`src/rtl/mem_arb_pkg.sv`:
```
// Shared types and constants for the two-port memory arbiter.
package mem_arb_pkg;

  localparam int DATA_W = 32;
  localparam int ADDR_W = 32;

  typedef enum logic {
    ST_IDLE = 1'b0,
    ST_BUSY = 1'b1
  } state_t;

  localparam logic PORT_IF = 1'b0;
  localparam logic PORT_LS = 1'b1;

endpackage

```
`src/rtl/rr_arb2.sv`:
```
// Two-way combinational grant: single requester wins outright, ties go
// round-robin against last_grant or to port 1 when fixed_prio is set.
module rr_arb2
  import mem_arb_pkg::*;
(
  input  logic [1:0] req,
  input  logic       last_grant,
  input  logic       fixed_prio,
  output logic       grant_idx,
  output logic       grant_valid
);

  always_comb begin
    // NOTE: defaults first so every path assigns every output and no latch is inferred.
    grant_valid = |req;
    grant_idx   = PORT_IF;
    case (req)
      2'b01:   grant_idx = PORT_IF;
      2'b10:   grant_idx = PORT_LS;
      2'b11:   grant_idx = fixed_prio ? PORT_LS : ~last_grant;
      default: grant_idx = PORT_IF;
    endcase
  end

endmodule

```
`src/rtl/mem_arbiter.sv`:
```
// Serialises instruction-fetch (port 0) and load/store (port 1) accesses onto
// one Memory, with address range checking and a one-cycle ack per access.
module mem_arbiter
  import mem_arb_pkg::*;
#(
  parameter int unsigned MEM_WORDS  = 1024,
  parameter bit          FIXED_PRIO = 1'b0
) (
  input  logic              clk,
  input  logic              rst_n,
  input  logic              p0_req,
  input  logic              p0_we,
  input  logic [ADDR_W-1:0] p0_addr,
  input  logic [DATA_W-1:0] p0_wdata,
  output logic              p0_ack,
  output logic              p0_err,
  output logic [DATA_W-1:0] p0_rdata,
  input  logic              p1_req,
  input  logic              p1_we,
  input  logic [ADDR_W-1:0] p1_addr,
  input  logic [DATA_W-1:0] p1_wdata,
  output logic              p1_ack,
  output logic              p1_err,
  output logic [DATA_W-1:0] p1_rdata,
  output logic [ADDR_W-1:0] mem_raddr,
  output logic [ADDR_W-1:0] mem_waddr,
  output logic [DATA_W-1:0] mem_wdata,
  output logic              mem_wen,
  input  logic [DATA_W-1:0] mem_rdata,
  output logic              busy
);

  state_t            state_q, state_d;
  logic [ADDR_W-1:0] cmd_addr;
  logic [DATA_W-1:0] cmd_wdata;
  logic              cmd_we;
  logic              cmd_err;
  logic              cmd_port;
  logic              last_grant;

  logic              grant_idx;
  logic              grant_valid;
  logic [ADDR_W-1:0] sel_addr;
  logic [DATA_W-1:0] sel_wdata;
  logic              sel_we;
  logic [DATA_W-1:0] resp_rdata;

  rr_arb2 u_rr_arb2 (
    .req        ({p1_req, p0_req}),
    .last_grant (last_grant),
    .fixed_prio (FIXED_PRIO),
    .grant_idx  (grant_idx),
    .grant_valid(grant_valid)
  );

  assign sel_addr  = (grant_idx == PORT_LS) ? p1_addr  : p0_addr;
  assign sel_wdata = (grant_idx == PORT_LS) ? p1_wdata : p0_wdata;
  assign sel_we    = (grant_idx == PORT_LS) ? p1_we    : p0_we;

  // Writes and rejected accesses return zero rather than whatever Memory presents.
  assign resp_rdata = (cmd_we || cmd_err) ? '0 : mem_rdata;

  always_comb begin
    state_d = state_q;
    case (state_q)
      ST_IDLE: if (grant_valid) state_d = ST_BUSY;
      ST_BUSY: state_d = ST_IDLE;
      default: state_d = ST_IDLE;
    endcase
  end

  always_ff @(posedge clk) begin
    // NOTE: non-blocking assignments keep every register sampling pre-edge values.
    if (!rst_n) begin
      state_q    <= ST_IDLE;
      cmd_addr   <= '0;
      cmd_wdata  <= '0;
      cmd_we     <= 1'b0;
      cmd_err    <= 1'b0;
      cmd_port   <= PORT_IF;
      last_grant <= PORT_LS;
      p0_ack     <= 1'b0;
      p0_err     <= 1'b0;
      p0_rdata   <= '0;
      p1_ack     <= 1'b0;
      p1_err     <= 1'b0;
      p1_rdata   <= '0;
    end else begin
      state_q <= state_d;
      p0_ack  <= 1'b0;
      p1_ack  <= 1'b0;
      if (state_q == ST_IDLE && grant_valid) begin
        cmd_addr   <= sel_addr;
        cmd_wdata  <= sel_wdata;
        cmd_we     <= sel_we;
        cmd_err    <= (sel_addr >= ADDR_W'(MEM_WORDS));
        cmd_port   <= grant_idx;
        last_grant <= grant_idx;
      end
      if (state_q == ST_BUSY) begin
        if (cmd_port == PORT_LS) begin
          p1_ack   <= 1'b1;
          p1_err   <= cmd_err;
          p1_rdata <= resp_rdata;
        end else begin
          p0_ack   <= 1'b1;
          p0_err   <= cmd_err;
          p0_rdata <= resp_rdata;
        end
      end
    end
  end

  // rst_n gates the strobe directly so a reset landing in BUSY cannot commit a write.
  assign mem_wen   = (state_q == ST_BUSY) & cmd_we & ~cmd_err & rst_n;
  assign mem_raddr = cmd_addr;
  assign mem_waddr = cmd_addr;
  assign mem_wdata = cmd_wdata;
  assign busy      = (state_q == ST_BUSY);

endmodule

```
`config.mk`:
```
export PLATFORM = sky130hd
export DESIGN_NAME = mem_arbiter
export DESIGN_NICKNAME = d
export VERILOG_FILES = /design/src/rtl/mem_arb_pkg.sv /design/src/rtl/rr_arb2.sv /design/src/rtl/mem_arbiter.sv
export SDC_FILE = /design/constraint.sdc
export NUM_CORES = 1
export LEC_CHECK = 0
export ABC_AREA = 0
export BUFFER_PORTS_ARGS = -buffer_cell sky130_fd_sc_hd__buf_4
export CAP_MARGIN = 10
export CORE_AREA = 3 3 128 130
export CTS_CLUSTER_SIZE = 40
export DETAILED_ROUTE_END_ITERATION = 8
export DIE_AREA = 0 0 131 133
export GPL_TIMING_DRIVEN = 0
export HOLD_SLACK_MARGIN = 0.1
export PLACE_DENSITY = 0.71
export SLEW_MARGIN = 20
export SYNTH_ARGS = -nofsm -noshare
export SYNTH_HDL_FRONTEND = slang
export SYNTH_HIERARCHICAL = 1
export SYNTH_SLANG_ARGS = --single-unit
```
`constraint.sdc`:
```
create_clock -name clk -period 2.4 [get_ports clk]
set_input_delay 0.24 -clock clk [delete_from_list [all_inputs] [get_ports clk]]
set_output_delay 0.24 -clock clk [all_outputs]
set_load 0.05 [all_outputs]
```
## Word level (Yosys, flattened, before mapping)

Cells that the tools add are included.
W data, S select, Z words.

| word-level totals | value |
|---|---|
| register bits | 137 |
| bits in latches | 0 |
| bits in writable memories | 0 |
| memory bits (read-only) | 0 |
| input bits | 166 |
| output and inout port bits | 166 |
| logic and storage cells | 38 |
| memories | 0 |

| cells by class | value |
|---|---|
| add/sub/neg operators | 0 |
| $mul | 0 |
| divide/modulo/power cells | 0 |
| $lt $le $gt $ge | 1 |
| equal/unequal tests | 2 |
| shifts and indexed selects | 0 |
| muxes and demuxes | 9 |
| bitwise operators | 7 |
| reductions and logical operators | 6 |

Operator list:

| kind | count |
|---|---|
| $mux W32 | 3 |
| $ge A32 B11 Y1 const B | 1 |
| $reduce_and A2 Y1 | 3 |
| $eq A2 B2 Y1 const B | 2 |
| $mux W1 | 4 |
| $not A1 Y1 | 4 |
| $pmux W1 S2 | 2 |
| $and A1 B1 Y1 | 3 |
| $reduce_or A2 Y1 | 1 |
| $logic_and A1 B1 Y1 | 1 |
| $logic_or A1 B1 Y1 | 1 |

## Longest topological paths before layout

Gate-level depths: netlist of run 1.

| depth | value |
|---|---|
| word-level depth | 4 |
| mapped depth | 8 |
| mapped depth without buffers | 7 |

## By module

Netlist of run 1, hierarchy kept.

Modules (own cells, without submodules):

| module | instances | cells an instance | area an instance (sq um) | seq. area each (sq um) |
|---|---|---|---|---|
| mem_arbiter | 1 | 657 | 6,078.3 | 2,742.6 |
| rr_arb2 | 1 | 3 | 17.5 | 0.0 |

## Worst setup path after synthesis of run 1

Ideal clock, no wire load.

| path | value |
|---|---|
| kind | register to register |
| from | register last_grant |
| to | register cmd_err |
| library setup time | 0.131 ns |
| arrival time | 1.528 ns |
| data required time | 2.269 ns |
| path slack | 0.741 ns |
| stages on the path, launching flop included | 9 |
| buffers on the path | 1 |
| cells stage by stage | dfxtp_1 > nand2_1 > o21a_1 > buf_6 > nor4_2 > nand4_1 > or4_1 > o41ai_1 > a31oi_1 |

| between the ends | value |
|---|---|
| longest elaborated chain between the ends | 4 |

RTL lines:

| what | RTL line | text |
|---|---|---|
| start: declaration | mem_arbiter.sv:39 | `logic last_grant;` |
| start signal: assignment | mem_arbiter.sv:98 | `last_grant <= grant_idx;` |
| $not A1 Y1 | rr_arb2.sv:20 | `2'b11: grant_idx = fixed_prio ? PORT_LS : ~last_grant;` |
| $pmux W1 S2 | rr_arb2.sv:17 | `case (req)` |
| net grant_idx | mem_arbiter.sv:41 | `logic grant_idx;` |
| $mux W32 | mem_arbiter.sv:56 | `assign sel_addr = (grant_idx == PORT_LS) ? p1_addr : p0_addr;` |
| $ge A32 B11 Y1 | mem_arbiter.sv:96 | `cmd_err <= (sel_addr >= ADDR_W'(MEM_WORDS));` |
| end signal: assignment | mem_arbiter.sv:96 |  |
| end: declaration | mem_arbiter.sv:37 | `logic cmd_err;` |

The timed path passes the listed nets, and every way through them passes these cells.
A chain may end at the register's enable or synchronous reset.

## Worst setup path after layout of run 1

Same ends and word-level chain as after synthesis.

==> flow_summary_export.csv, run 1 <==
group,metric,value,unit
outcome,status,"finished clean",
timing,worst_pin_slew,589,ps
timing,final-setup-viol-count,0,
cells_and_area,fin_cells,1267,
detailed_routing,drt_iter0_markers,213,
cells_and_area,n_fill_cell,1313,
clock_tree,cts.sinks,137,
yosys,syn_nets,826,
setup_path,path_class,"flop to flop",
clock_tree,clk_path_buf_depth,2,
global_routing,busiest_layer,"met2",
cells_and_area,syn2layout_area_growth,61.6,%
hold_path,hold_depth,3,
timing,fin_skew,7.27,ps
clock_tree,cts_tree,"done",
floorplanning,die_y,133,um
timing,whs,157,ps
setup_path,r2r_end,"cmd_err",
setup_path,crit_path_end,"cmd_err",
setup_path,timing.rr.start,"last_grant",
placed_design,io_buffer_count,330,
cells_and_area,layout_common_cells,"buf_4, nand2_1, dfxtp_1, a21boi_1, nand3_1",
floorplanning,row_count,45,
timing,hold_viol_final,0,
power_and_ir_drop,power_density,764,nW/um2
clock_tree,cts-resized-gates,0,
setup_path,worst_r2r_path_depth,8,
setup_path,critPathArrivalTime,2170,ps
power_and_ir_drop,p_leak,5.05,nW
placed_design,gp_congestion,0.846,
setup_path,startpoint,"last_grant",
global_routing,grt_max_degree,17,
placed_design,place_hpwl,17500,um
setup_path,required,2690,ps
floorplanning,ioPinCount,332,
clock_tree,cts_setup_buffers,0,
hold_path,hold_path_class,"input port to flop",
global_routing,grt_pass1_wl,34000,um
global_routing,grt_util_met2,0.426,
yosys,ys_types,29,
timing,final.period_utilization,0.781,
clock_tree,clk_latency,430,ps
detailed_routing,drc,0,
cells_and_area,final_util,0.645,
global_routing,grt_pass1_vias,6292,
timing,fin_tns_setup,0,ps
cells_and_area,fin_area,9850,um2
power_and_ir_drop,ir_worst_vdd,0.563,mV
clock_tree,cts-root-buf,"clkbuf_16",
global_routing,met3_usage,0.0888,
cells_and_area,final_layout_size_suffix_gt1_frac,0.396,
timing,rsz0062_at_grt,"no",
clock_tree,clkTransAtPathRegs,50,ps
global_routing,grt_usage,0.253,
setup_path,cp_cell_sequence,"nand2_1, o21a_1, buf_6, nor4_2, nand4_1, or4_1, o41ai_1, a31oi_1",
cells_and_area,fin_nets,1207,
yosys,syn_area,6100,um2
clock_tree,cts_max_level,4,
cells_and_area,multi_input_area,2860,um2
floorplanning,die_area,17400,um2
timing,clock.fmax,534,MHz
detailed_routing,dr.pass1.iters,4,
yosys,yosys_register_bits,137,
global_routing,antenna_found_initial,2,
detailed_routing,ant_nets,0,
placed_design,placed_cell_area,8840,um2
setup_path,cp_num_buf_inv,1,
detailed_routing,wire_per_inst,18.1,um
timing,drv_slew,0,
run,maxCapViolations,0,
timing,period_needed,1870,ps
global_routing,use_met1,0.292,
placed_design,dp.cells,1201,
setup_path,critPathMaxStageDelay,430,ps
setup_path,cp_max_fo,7,
setup_path,cpMaxStageDelayCell,"or4_1",
yosys,ys_warn_count,6,
setup_path,path_delay_family,"simple AND/OR/NAND/NOR gates",
yosys,ys_seq_area_frac,0.450,
yosys,syn_inst,660,
detailed_routing,vias,6296,
floorplanning,start_util,0.400,
setup_path,ff2ff_setup_slack,530,ps
floorplanning,die_w,131,um
setup_path,cp-start-kind,"flop",
setup_path,endpoint_kind,"flop",
setup_path,worst-path-stages,8,
floorplanning,coreArea,15300,um2
detailed_routing,totalWireLength,22900,um
clock_tree,cts_made_buffers,17,
detailed_routing,vias_per_cell,4.97,
global_routing,gr-total-overflow,0,
yosys,syn_avg_cell_area,9.24,um2
cells_and_area,area.sequential,2740,um2
timing,relSlewSlack,0.607,
cells_and_area,layout_commonest_cell,"buf_4",
==> tightest hold or removal path, delay by kind of cell <==
family,cells,cell delay [ps]
compound gates,2,210
buf+inv,1,80
==> cell families after synthesis <==
family,count (synthesis),synth area share
other cells,1,0.000615
compound gates,137,0.195
flops,137,0.450
mux,65,0.107
buf+inv,91,0.0815
simple gates,229,0.166
==> state kept, by name (all words and copies together), names as in the netlist, 32 cells and up <==
register,cells
mem_wdata,32
p0_rdata,32
mem_raddr,32
p1_rdata,32
==> where the power goes <==
part	internal, W	switching [W]	leakage (nW)
registers	0.00243	0.000113	1.12
clock network	0.00203	0.000998	0.332
logic	0.000744	0.00121	3.60
==> cell usage after synthesis <==
library cell,count,area share
or2_1,1,0.0010
and3_1,1,0.0010
a21boi_1,67,0.083
nand2b_1,2,0.0021
a31oi_1,1,0.0010
buf_4,33,0.041
o41ai_1,2,0.0029
and4b_1,1,0.0016
nand4_1,2,0.0021
or4_1,2,0.0025
nor2_1,3,0.0018
mux2i_1,65,0.11
conb_1,1,0.00062
clkbuf_1,37,0.023
o21ai_0,1,0.00082
nand2_1,138,0.085
nor4_2,1,0.0021
o21a_1,1,0.0012
nor2b_1,2,0.0021
nand3_1,66,0.054
dfxtp_1,137,0.45
and2_1,3,0.0031
nor4b_1,1,0.0014
nor2_2,1,0.0010
buf_6,1,0.0018
o211a_1,65,0.11
buf_2,19,0.016
buf_1,1,0.00062
nor4_1,5,0.0051
==> final cells by class <==
class	instances	area share
Multi-Input combinational cell	432	0.290
Timing Repair Buffer	362	0.284
Sequential cell	137	0.278
Tap cell	211	0.0268
Clock buffer	20	0.0474
Buffer	91	0.0504
Antenna cell	2	0.000508
Clock inverter	12	0.0222
==> how the worst min path moves through the flow <==
| stage | from | end | slack, ps |
|---|---|---|---|
| after CTS | p1_addr[18] | cmd_err | 130 |
| final | p1_addr[18] | cmd_err | 160 |
| after floorplan | mem_rdata[0] | p0_rdata[0] | 390 |
| after global routing | p0_wdata[10] | mem_wdata[10] | 160 |
| after detailed placement | p0_rdata[26] | p0_rdata[26] | 450 |
| after global placement | p0_rdata[21] | p0_rdata[21] | 440 |
==> stage by stage <==
| stage | power, W | worst slack (ps) |
|---|---|---|
| 2_1_floorplan | 0.00378 | 741 |
| 5_1_grt | 0.00778 | 374 |
| 6_report | 0.00752 | 527 |
| 3_5_place_dp | 0.00450 | 481 |
| 3_3_place_gp | 0.00449 | 518 |
| 4_1_cts | 0.00758 | 499 |
==> per-layer routing <==
metal	wire length (um)	vias to the layer above
li1	-	3048
met1	9050	2964
met2	11400	244
met3	1920	40
met4	542	0
met5	0	-
==> repair_timing <==
item / CTS / global route
endpoints found under the setup margin: 0 / 0
hold buffers: 32 / 0
endpoints found under the hold margin: 64 / 0
Power figures use the tool's default switching activity.
==> inputs of run 2 (changes only) <==
==> constraint.sdc (replaced) <==
create_clock -name clk -period 1.95 [get_ports clk]
set_input_delay 0.195 -clock clk [delete_from_list [all_inputs] [get_ports clk]]
set_output_delay 0.195 -clock clk [all_outputs]
set_load 0.05 [all_outputs]
==> run 2 against run 1 <==
Design area is 1.0% higher. Count of clock-buffer cells in the layout unchanged. Via count up 1.2%. Critical path depth did not move. Non-clock buffer count rose by 10. Worst hold slack got worse by 62 ps. Clock power increased by 24%. Critical path type unchanged. Critical endpoint unchanged.
==> flow_summary_export.csv, run 2 (synthesized netlist as in run 1, its figures left out) <==
group,metric,value,unit
outcome,status,"finished clean",
setup_path,cp-start-kind,"flop",
placed_design,io_buffer_count,330,
detailed_routing,wire_per_inst,18.0,um
floorplanning,die_w,131,um
clock_tree,cts_max_level,4,
hold_path,hold_depth,3,
hold_path,hold_path_class,"input port to flop",
timing,relSlewSlack,0.604,
clock_tree,clk_path_buf_depth,2,
setup_path,timing.rr.start,"last_grant",
setup_path,critPathMaxStageDelay,420,ps
timing,clock.fmax,547,MHz
setup_path,path_class,"flop to flop",
clock_tree,clkTransAtPathRegs,50,ps
power_and_ir_drop,power_frac_seq,0.337,
power_and_ir_drop,switching_share,0.309,
floorplanning,row_count,45,
cells_and_area,fin_cells,1276,
setup_path,path_delay_family,"simple AND/OR/NAND/NOR gates",
cells_and_area,final_layout_size_suffix_gt1_frac,0.395,
detailed_routing,highest_layer,"met4",
detailed_routing,met3WireLength,2000,um
floorplanning,die_y,133,um
clock_tree,cts-root-buf,"clkbuf_16",
setup_path,cp_cell_sequence,"nand2_1, o21a_1, buf_6, nor4_2, nand4_1, or4_1, o41ai_1, a31oi_1",
placed_design,gp_congestion,0.846,
floorplanning,start_util,0.400,
placed_design,dpl_worst_slack,64.6,ps
cells_and_area,fin_nets,1217,
timing,final-setup-viol-count,0,
hold_path,hp-start,"p1_addr[15]",
detailed_routing,dr_wl_met2,11500,um
detailed_routing,vias,6372,
timing,setup_ws,123,ps
power_and_ir_drop,fin_total_pwr,0.00928,W
global_routing,grt_pass1_wl,34200,um
power_and_ir_drop,p_int,0.00641,W
power_and_ir_drop,power_density,933,nW/um2
detailed_routing,dr.pass1.iters,4,
timing,fin_tns_setup,0,ps
floorplanning,ioPinCount,332,
power_and_ir_drop,combPwrFrac,0.262,
clock_tree,cts_made_buffers,17,
clock_tree,cts.sinks,137,
timing,fin_skew,7.70,ps
setup_path,critPathArrivalTime,2120,ps
placed_design,dp.cells,1201,
timing,final.period_utilization,0.937,
clock_tree,clk_latency,430,ps
cells_and_area,layout_commonest_cell,"buf_4",
power_and_ir_drop,switchingPower,0.00287,W
clock_tree,cts_tree,"done",
detailed_routing,ant_nets,0,
timing,worst_pin_slew,594,ps
run,maxCapViolations,0,
setup_path,endpoint_kind,"flop",
detailed_routing,vias_per_cell,4.99,
timing,period_needed,1830,ps
setup_path,cp_num_buf_inv,1,
global_routing,gr-total-overflow,0,
detailed_routing,m1WireLength,8970,um
floorplanning,die_area,17400,um2
detailed_routing,totalWireLength,23000,um
power_and_ir_drop,p_clk_frac,0.402,
detailed_routing,drt_iter0_markers,227,
global_routing,grt_usage,0.254,
setup_path,worst_r2r_path_depth,8,
placed_design,place_hpwl,17500,um
timing,hold_viol_final,0,
setup_path,cpMaxStageDelayCell,"or4_1",
floorplanning,coreArea,15300,um2
cells_and_area,layout_common_cells,"buf_4, nand2_1, dfxtp_1, a21boi_1, nand3_1",
power_and_ir_drop,ir_worst_vdd,0.698,mV
detailed_routing,drc,0,
setup_path,cp_max_fo,7,
global_routing,grt_max_degree,17,
setup_path,ff2ff_setup_slack,120,ps
setup_path,required,2240,ps
timing,rsz0062_at_grt,"no",
power_and_ir_drop,p_leak,5.10,nW
setup_path,r2r_end,"cmd_err",
global_routing,antenna_found_initial,1,
timing,drv_slew,0,
hold_path,min_delay_worst_endpoint,"cmd_err",
global_routing,grt_pass1_vias,6358,
cells_and_area,syn2layout_area_growth,63.2,%
[run 2: cell types whose count changed in the layout (fill, tap and decap cells not counted), sizes merged]
| cell | before | now |
|---|---|---|
| dlygate4sd3 | 32 | 42 |
| clkbuf | 57 | 58 |
| buf | 384 | 383 |
| diode | 2 | 1 |
[run 2: worst max-delay path by stage]
stage | start | to | slack, ps | depth (start not counted)
4_1_cts | busy | mem_raddr[23] | 50 | 5
6_report | last_grant | cmd_err | 120 | 8
2_1_floorplan | last_grant | cmd_err | 290 | 8
3_5_place_dp | busy | mem_raddr[23] | 60 | 5
3_3_place_gp | busy | mem_raddr[23] | 90 | 5
5_1_grt | last_grant | cmd_err | 5 | 8
[run 2: power by group through the flow]
stage               registers, W  clock network (W)  logic (W)
global placement         0.00318                  0    0.00235
CTS                      0.00312            0.00379    0.00244
floorplan                0.00375                  0   0.000903
finish                   0.00312            0.00373    0.00243
detailed placement       0.00318                  0    0.00236
global route             0.00314            0.00389    0.00256
[run 2: layout make-up]
| type | count | area (um2) |
|---|---|---|
| flip-flops and latches | 137 | 2740 |
| multi-input cells | 432 | 2860 |
| repair buffers | 372 | 2900 |
| fillers | 1299 | 5310 |
| clock inverters | 12 | 219 |
| diodes | 1 | 2.50 |
| well taps | 211 | 264 |
| plain buffers | 91 | 499 |
| clock buffers | 20 | 467 |
[run 2: repair_timing]
| action | CTS | global route |
|---|---|---|
| setup buffers | 0 | 0 |
| gates resized for setup | 0 | 4 |
| hold buffers | 42 | 0 |
| hold endpoints to repair | 73 | 0 |
| endpoints found under the setup margin | 0 | 6 |
[run 2: per-layer routing]
metal	vias up	track usage
met5	-	0
met2	272	0.428
met4	0	0.0954
met1	2984	0.294
met3	44	0.0880
li1	3072	-
[run 2: stage by stage]
step	hold slack [ps]	instance area, um2	util
2_1_floorplan	341	6100	-
3_3_place_gp	442	8840	0.579
3_5_place_dp	446	8840	0.579
4_1_cts	101	9940	0.652
5_1_grt	106	9950	0.652
6_report	95.0	9950	0.652
[run 2: worst reg2reg max path: stages, from the launching register on]
cell	delay [ps]
dfxtp_2	320
nand2_1	50
o21a_1	170
buf_6	140
nor4_2	260
nand4_1	130
or4_1	420
o41ai_1	90
a31oi_1	120
==> inputs of run 3 (changes only) <==
--- a/config.mk
+++ b/config.mk
@@ -14,7 +14,7 @@
 export DIE_AREA = 0 0 131 133
 export GPL_TIMING_DRIVEN = 0
 export HOLD_SLACK_MARGIN = 0.1
-export PLACE_DENSITY = 0.71
+export PLACE_DENSITY = 0.83
 export SLEW_MARGIN = 20
 export SYNTH_ARGS = -nofsm -noshare
 export SYNTH_HDL_FRONTEND = slang
==> run 3 against run 2 <==
Via count is 1.4% higher. Count of clock-buffer cells in the layout decreased by 1. Register-to-register slack barely moved. Core utilization decreased by 0.95 points. Clock power fell by 13%. Combinational power is essentially flat. Flip-flop and latch count did not move. Global-route usage up 0.47 points. Die area unchanged. Worst hold slack lost 2.3 ps. Power is 5.0% lower. Highest routed layer unchanged.
==> flow_summary_export.csv, run 3 (synthesized netlist as in run 1, its figures left out) <==
group,metric,value,unit
timing,hold_viol_final,0,
global_routing,use_met1,0.283,
power_and_ir_drop,combPwrFrac,0.276,
setup_path,cpMaxStageDelayCell,"dfxtp_2",
floorplanning,start_util,0.400,
cells_and_area,area.sequential,2740,um2
detailed_routing,totalWireLength,23700,um
cells_and_area,multi_input_area,2870,um2
global_routing,grt_usage,0.259,
power_and_ir_drop,p_leak,5.03,nW
power_and_ir_drop,p_clk_frac,0.369,
timing,fin_skew,8.92,ps
power_and_ir_drop,switching_share,0.334,
detailed_routing,ant_nets,0,
placed_design,io_buffer_count,330,
global_routing,antenna_found_initial,1,
timing,worst_pin_slew,578,ps
setup_path,cp_max_fo,10,
floorplanning,coreArea,15300,um2
setup_path,crit_top_cell,"buf_4",
clock_tree,clkTransAtPathRegs,60,ps
detailed_routing,vias_per_cell,5.09,
setup_path,cp_cell_sequence,"nand2_1, o21a_1, buf_6, buf_4, buf_4, buf_4, buf_2, mux2i_1, nand2_1, o211a_1",
setup_path,critPathArrivalTime,2140,ps
timing,rsz0062_at_grt,"no",
clock_tree,cts_made_buffers,17,
timing,period_needed,1830,ps
detailed_routing,drc,0,
detailed_routing,drt_iter0_markers,327,
setup_path,cp-start-kind,"flop",
run,maxCapViolations,0,
power_and_ir_drop,power_density,899,nW/um2
setup_path,required,2260,ps
cells_and_area,n_fill_cell,1301,
setup_path,ff2ff_setup_slack,120,ps
floorplanning,die_y,133,um
placed_design,gp_congestion,0.881,
detailed_routing,vias,6459,
cells_and_area,layout_commonest_cell,"buf_4",
detailed_routing,wire_per_inst,18.7,um
global_routing,gr-total-overflow,0,
floorplanning,ioPinCount,332,
power_and_ir_drop,switchingPower,0.00295,W
setup_path,endpoint_kind,"flop",
timing,drv_slew,0,
global_routing,grt_max_degree,17,
clock_tree,cts_tree,"done",
power_and_ir_drop,p_int,0.00587,W
power_and_ir_drop,ir_worst_vdd,0.743,mV
cells_and_area,final_layout_size_suffix_gt1_frac,0.400,
setup_path,worst_r2r_path_depth,10,
setup_path,r2r_end,"mem_wdata[15]",
global_routing,busiest_layer,"met2",
global_routing,met3_usage,0.0747,
timing,final-setup-viol-count,0,
global_routing,grt_util_met2,0.462,
outcome,status,"finished clean",
clock_tree,cts_max_level,4,
detailed_routing,dr.pass1.iters,5,
timing,clock.fmax,546,MHz
setup_path,timing.rr.start,"last_grant",
cells_and_area,final_util,0.643,
placed_design,place_hpwl,17600,um
clock_tree,clk_path_buf_depth,2,
floorplanning,die_w,131,um
cells_and_area,syn2layout_area_growth,60.8,%
cells_and_area,layout_common_cells,"buf_4, nand2_1, dfxtp_1, a21boi_1, nand3_1",
power_and_ir_drop,power_frac_seq,0.356,
global_routing,grt_pass1_vias,6574,
setup_path,critPathMaxStageDelay,320,ps
timing,relSlewSlack,0.615,
setup_path,path_class,"flop to flop",
hold_path,min_delay_worst_endpoint,"cmd_err",
floorplanning,row_count,45,
hold_path,hold_depth,3,
cells_and_area,fin_nets,1211,
clock_tree,cts.sinks,137,
clock_tree,clk_latency,420,ps
timing,fin_tns_setup,0,ps
hold_path,hold_path_class,"input port to flop",
clock_tree,cts-root-buf,"clkbuf_16",
setup_path,cp_num_buf_inv,5,
floorplanning,die_area,17400,um2
hold_path,hp-start,"p1_addr[15]",
global_routing,grt_pass1_wl,35000,um
timing,final.period_utilization,0.939,
setup_path,path_delay_family,"buffers and inverters",
## run 3: cell types whose count changed in the layout (fill, tap and decap cells not counted), sizes merged
cell         delta
dlygate4sd3    -10
clkinv          +1
inv             +2
clkinvlp        +2
buf             +5
bufinv          -4
clkbuf          -2
## run 3: tightest hold or removal path, delay by kind of cell
family / cells / cell delay, ps
AOI/OAI and AO/OA: 2 / 180
buffers and inverters: 1 / 90
## run 3: power groups by stage
stage | Sequential (W) | Combinational (W) | Clock (W)
6_report | 0.00314 | 0.00243 | 0.00325
5_1_grt | 0.00315 | 0.00255 | 0.00340
4_1_cts | 0.00313 | 0.00242 | 0.00327
3_5_place_dp | 0.00319 | 0.00236 | 0
3_3_place_gp | 0.00318 | 0.00233 | 0
2_1_floorplan | 0.00375 | 0.000903 | 0
## run 3: worst max path at each step
stage	from	endpoint	slack, ps	cells after the start
final	last_grant	mem_wdata[15]	120	10
after global routing	last_grant	mem_wdata[15]	20	10
after CTS	last_grant	cmd_err	60	8
after detailed placement	last_grant	cmd_err	80	8
after global placement	last_grant	cmd_err	90	8
after floorplan	last_grant	cmd_err	290	8
## run 3: layout make-up
class | instances | area share
diodes | 1 | 0.000255
plain buffers | 91 | 0.0507
clock buffers | 19 | 0.0462
clock inverters | 13 | 0.0147
multi-input cells | 432 | 0.293
flip-flops and latches | 137 | 0.280
well taps | 211 | 0.0269
repair buffers | 366 | 0.288
## run 3: timing repair
action / in CTS / in global routing
setup buffers: 0 / 4
gates resized for setup: 0 / 3
endpoints found under the setup margin: 0 / 1
hold buffers: 32 / 0
endpoints found under the hold margin: 64 / 0
## run 3: metrics by stage
stage | setup WS [ps] | hold slack [ps] | cell area, um2 | power (W) | std cells
3_3_place_gp | 93.4 | 442 | 8840 | 0.00552 | 1201
3_5_place_dp | 76.5 | 447 | 8840 | 0.00554 | 1201
6_report | 120 | 92.7 | 9800 | 0.00881 | 1270
4_1_cts | 64.8 | 115 | 9750 | 0.00882 | 1265
2_1_floorplan | 291 | 341 | 6100 | 0.00466 | 660
5_1_grt | 20.3 | 125 | 9800 | 0.00910 | 1270
## run 3: layer usage
| layer | share of wire | vias up |
|---|---|---|
| met3 | 0.077 | 42 |
| met2 | 0.52 | 305 |
| met5 | 0 | - |
| met1 | 0.37 | 3057 |
| met4 | 0.032 | 0 |
| li1 | - | 3055 |
